## config.mk

```make
export PLATFORM = sky130hd
export DESIGN_NAME = pop_i2s_tx
export DESIGN_NICKNAME = d
export VERILOG_FILES = /design/src/rtl/pop_i2s_tx.sv
export SDC_FILE = /design/constraint.sdc
export NUM_CORES = 1
export LEC_CHECK = 0
export BUFFER_PORTS_ARGS = -buffer_cell sky130_fd_sc_hd__clkbuf_2
export CORE_AREA = 10 10 90 123
export CTS_CLUSTER_DIAMETER = 120
export DETAILED_ROUTE_END_ITERATION = 8
export DIE_AREA = 0 0 100 133
export RECOVER_POWER = 50
export SETUP_SLACK_MARGIN = 0.15
export SLEW_MARGIN = 40
export SYNTH_ARGS = -nofsm -noshare
export SYNTH_HDL_FRONTEND = slang
export SYNTH_SLANG_ARGS = --single-unit
```

## constraint.sdc

```tcl
create_clock -name clk -period 3.8 [get_ports clk]
set_input_delay 0.76 -clock clk [delete_from_list [all_inputs] [get_ports clk]]
set_output_delay 0.76 -clock clk [all_outputs]
set_load 0.05 [all_outputs]
```

## src/rtl/pop_i2s_tx.sv

```systemverilog
// Pull-side I2S transmitter: pops 24-bit samples from a pop/ack source once per slot and
// serializes them MSB first with the I2S one-bit delay. A missing ack becomes silence.
module pop_i2s_tx #(
  parameter int unsigned CLK_DIV     = 4,
  parameter int unsigned ACK_TIMEOUT = 16
) (
  input  logic        clk,
  input  logic        rst,
  input  logic        en_i,
  output logic        pop_o,
  input  logic        ack_i,
  input  logic [23:0] data_i,
  output logic        sck_o,
  output logic        lrck_o,
  output logic        sdata_o,
  output logic        underrun_o,
  output logic [15:0] underrun_cnt_o
);

  localparam int unsigned DivW = (CLK_DIV > 1) ? $clog2(CLK_DIV) : 1;
  localparam int unsigned TmrW = $clog2(ACK_TIMEOUT + 1);

  typedef enum logic [1:0] {StIdle, StPop, StWait} fetch_e;

  fetch_e            state_q, state_d;
  logic [DivW-1:0]   div_q, div_d;
  logic [TmrW-1:0]   tmr_q, tmr_d;
  logic [5:0]        bit_cnt_q, bit_cnt_d;
  logic [23:0]       shift_q, shift_d;
  logic [23:0]       hold_q, hold_d;
  logic              sck_q, sck_d;
  logic              lrck_q, lrck_d;
  logic              sdata_q, sdata_d;
  logic              underrun_q, underrun_d;
  logic [15:0]       cnt_q, cnt_d;
  logic              fall;
  logic [5:0]        bit_nxt;

  always_comb begin
    state_d    = state_q;
    div_d      = div_q;
    tmr_d      = tmr_q;
    bit_cnt_d  = bit_cnt_q;
    shift_d    = shift_q;
    hold_d     = hold_q;
    sck_d      = sck_q;
    lrck_d     = lrck_q;
    sdata_d    = sdata_q;
    underrun_d = 1'b0;
    cnt_d      = cnt_q;
    fall       = 1'b0;
    bit_nxt    = bit_cnt_q + 6'd1;

    if (div_q == DivW'(CLK_DIV - 1)) begin
      div_d = '0;
      sck_d = ~sck_q;
      fall  = sck_q;
    end else begin
      div_d = div_q + DivW'(1);
    end

    unique case (state_q)
      StIdle: ;
      StPop: begin
        state_d = StWait;
        tmr_d   = TmrW'(1);
      end
      StWait: begin
        if (ack_i) begin
          hold_d  = data_i;
          state_d = StIdle;
        end else if (tmr_q == TmrW'(ACK_TIMEOUT - 1)) begin
          hold_d     = '0;
          underrun_d = 1'b1;
          if (cnt_q != 16'hFFFF) cnt_d = cnt_q + 16'd1;
          state_d    = StIdle;
        end else begin
          tmr_d = tmr_q + TmrW'(1);
        end
      end
      default: state_d = StIdle;
    endcase

    // Slot start loads the previously fetched sample and kicks off the next fetch.
    if (fall) begin
      bit_cnt_d = bit_nxt;
      lrck_d    = bit_nxt[5];
      if (bit_nxt[4:0] == 5'd0) begin
        shift_d = hold_q;
        sdata_d = 1'b0;
        state_d = StPop;
      end else if (bit_nxt[4:0] <= 5'd24) begin
        sdata_d = shift_q[23];
        shift_d = {shift_q[22:0], 1'b0};
      end else begin
        sdata_d = 1'b0;
      end
    end
  end

  always_ff @(posedge clk) begin
    if (rst || !en_i) begin
      state_q    <= StIdle;
      div_q      <= '0;
      tmr_q      <= '0;
      bit_cnt_q  <= 6'd63;
      shift_q    <= '0;
      hold_q     <= '0;
      sck_q      <= 1'b0;
      lrck_q     <= 1'b0;
      sdata_q    <= 1'b0;
      underrun_q <= 1'b0;
    end else begin
      state_q    <= state_d;
      div_q      <= div_d;
      tmr_q      <= tmr_d;
      bit_cnt_q  <= bit_cnt_d;
      shift_q    <= shift_d;
      hold_q     <= hold_d;
      sck_q      <= sck_d;
      lrck_q     <= lrck_d;
      sdata_q    <= sdata_d;
      underrun_q <= underrun_d;
    end
  end

  // The underrun count survives en_i going low; only rst clears it.
  always_ff @(posedge clk) begin
    if (rst) begin
      cnt_q <= '0;
    end else if (en_i) begin
      cnt_q <= cnt_d;
    end
  end

  assign pop_o          = (state_q == StPop);
  assign sck_o          = sck_q;
  assign lrck_o         = lrck_q;
  assign sdata_o        = sdata_q;
  assign underrun_o     = underrun_q;
  assign underrun_cnt_o = cnt_q;

endmodule

```

==> run summary <==
status: finished, final reports clean
largest delay contributor family on the critical path: buffers and inverters
RePlAce Congestion: 0.8465
vias: 3168
first-pass GRT wire length: 14630 um
final net count: 504
asr flop ratio synth: 0%
synthesized flop and latch total: 83
Warnings, synthesis: 0
period utilization: 68.74%
worst path bufs/invs: 2
max_slew headroom: 24.49%
Avg Inst Size Synth: 8.831 sq um
starting density of the core: 42.79%
slowest stage delay, CP: 0.95 ns
net switching power: 0.3761 mW
Gates resized, CTS repair: 0
GRT overflow: 0
slowest stage cell, crit path: nand2b_1
Die H: 133 um
vias in the first global route: 3148
Pleak: 1.431 nW
synthesized net count: 469
commonest non-fill, non-tap cell in the layout: dfxtp_1
Core Region: 0.008875 sq mm
Setup crit start kind: primary input
setup violators final: 0
crit-path cells: clkbuf_1 > nand2b_1 > buf_4 > a311oi_2
Remaining DRCs: 0
Worst path depth: 4
number of synthesized flops with an enable pin: 0
Wirelength per Cell: 15.00 um
HPWL after detailed placement: 5903 um
Final ANT Viol Nets: 0
# diodes: 0
all-layer global routing usage: 13.11%
Post-CTS Setup Inserts: 0
full die area: 0.01330 sq mm
Reg2Reg Depth: 8
reg2reg start: tmr_q[0]$_SDFFE_PP0P_
H-Tree Depth: 3
largest net degree at the start of global routing: 50
achievable frequency: 382.8 MHz
Cell variety after synth: 49
Worst Hold Class: flip-flop to flip-flop
most frequent cells in the layout: dfxtp_1, nor2_1, nand2_1, o21ai_0, clkbuf_2
Die X: 100 um
Most used DFF post-synth: dfxtp_1
initial antenna violation count: 0
Final min period: 2.612 ns
CTS root buffer: clkbuf_16
I/O Pins: 49
Power, Total: 1.875 mW
crit path launch: rst
Arrival @ worst endpoint: 2.79 ns
Worst-Margin Slew: 1.133 ns
proportion of layout cells with a drive suffix above 1: 15.74%
Worst setup EP type: flip-flop
Routed WL: 8657 um
max-capacitance violation count: 0
r2r setup slk: 1.39 ns
Int Power: 1.499 mW
Sw Share: 20.06%
clock latency on the worst-skew pair: 0.34 ns
Crit Path Max Fanout: 24
worst flop-to-flop path endpoint: underrun_cnt_o[11]$_SDFFE_PP0P_
skew final: 0.006931 ns
RSZ-0062 raised after global routing: false
worst vdd ir: 253.9 uV
row cnt: 41
power share of the clock group: 51.5%
Layout area overhead: 15.75%
post-route setup TNS: 0 ns
combinational share of power: 2.0%
I/O Buffers: 48
final hold vios: 0
clock sink total: 83
Syn Inst Count: 430
Pwr Density: 426.5 mW/mm^2
kind of critical path: primary input to flip-flop
TritonRoute pass-1 iters: 5
clock tree buffer depth: 2
Filler cells: 895
Critical Path RT: 3.97 ns
TritonCTS clock tree: done
CTS clk-pin slew, worst paths: 0.06 ns
Sequential Power Share: 46.5%
CTS hold repair buffers: 0
worst setup path end: shift_q[7]$_SDFFE_PP0P_
final slew viol count: 0
DRT iter0 DRCs: 142
Netlist Area Pre-Place: 0.003797 sq mm
clock buffer count from CTS: 9
Seq/Total Area, Yosys: 43.76%
vias per cell: 5.490
synthesized netlist by cell type (6+ instances only):
cell type  instances  area share (%)
a21oi_1           13             1.7
a22oi_1           24             4.7
a311oi_2          19             7.5
and2_1             6            0.99
clkbuf_1          18             1.8
dfxtp_1           83              44
ha_1              11             3.6
nand2_1           48             4.7
nand3_1           10             1.3
nand4_1            7             1.2
nor2_1            72             7.1
o21ai_0           28             3.7
xnor2_1           11             2.5
xor2_1             8             1.8
worst min path at each step:
stage                        start                   to  slack [ns]  depth (start not counted)
2_1_floorplan  div_q[0]$_SDFF_PP0_  div_q[0]$_SDFF_PP0_        0.40                          1
3_3_place_gp   div_q[0]$_SDFF_PP0_  div_q[0]$_SDFF_PP0_        0.41                          1
3_5_place_dp   div_q[0]$_SDFF_PP0_  div_q[0]$_SDFF_PP0_        0.42                          1
4_1_cts        div_q[0]$_SDFF_PP0_  div_q[0]$_SDFF_PP0_        0.43                          1
5_1_grt        div_q[0]$_SDFF_PP0_  div_q[0]$_SDFF_PP0_        0.44                          1
6_report       div_q[0]$_SDFF_PP0_  div_q[0]$_SDFF_PP0_        0.43                          1
power groups by stage:
stage | combinational [mW] | clock [mW] | sequential (mW)
floorplan | 0.0175 | 0 | 0.891
global placement | 0.0375 | 0 | 0.891
detailed placement | 0.0381 | 0 | 0.891
CTS | 0.0383 | 0.987 | 0.871
global route | 0.0417 | 1.02 | 0.871
finish | 0.0371 | 0.966 | 0.871
area by class of cell:
class / instances / area, sq um / share of cell area [%]
well taps: 107 / 133.9 / 3.046
multi-input cells: 313 / 1988 / 45.23
inverters: 4 / 15.01 / 0.3416
repair buffers: 54 / 259.0 / 5.892
clock inverters: 5 / 85.08 / 1.936
flip-flops and latches: 83 / 1662 / 37.80
clock buffers: 11 / 252.7 / 5.750
registers in the layout, summed over array words and instances, names as in the netlist:
name            count
hold_q             24
shift_q            24
underrun_cnt_o     16
bit_cnt_q           6
tmr_q               5
div_q               2
state_q             2
lrck_o              1
sck_o               1
sdata_o             1
underrun_o          1
metal layers:
metal / wire, um / global-route usage [%]
met4: 208 / 6.929
met5: 0 / 0
met1: 3904 / 15.40
met3: 500 / 3.491
met2: 4044 / 21.09
cells by family after synthesis:
| kind of cell | Yosys count | share of synthesized area, % |
|---|---|---|
| mux | 2 | 0.5272 |
| compound gates | 105 | 22.11 |
| simple gates | 176 | 21.35 |
| buf+inv | 34 | 4.250 |
| xor+xnor | 19 | 4.382 |
| fa+ha+maj | 11 | 3.624 |
| flops | 83 | 43.76 |
through the flow:
stage	util [%]	std cells	area [sq um]	setup slack, ns	hold WS, ns
4_1_cts	49.82	577	4422	1.465	0.4326
6_report	49.53	577	4395	1.188	0.4264
2_1_floorplan	-	430	3797	1.719	0.4043
3_3_place_gp	45.90	561	4074	1.352	0.4134
3_5_place_dp	46.02	561	4084	1.441	0.4240
5_1_grt	49.53	577	4395	0.9551	0.4428
Note: power is estimated with default switching activity, not from simulation.
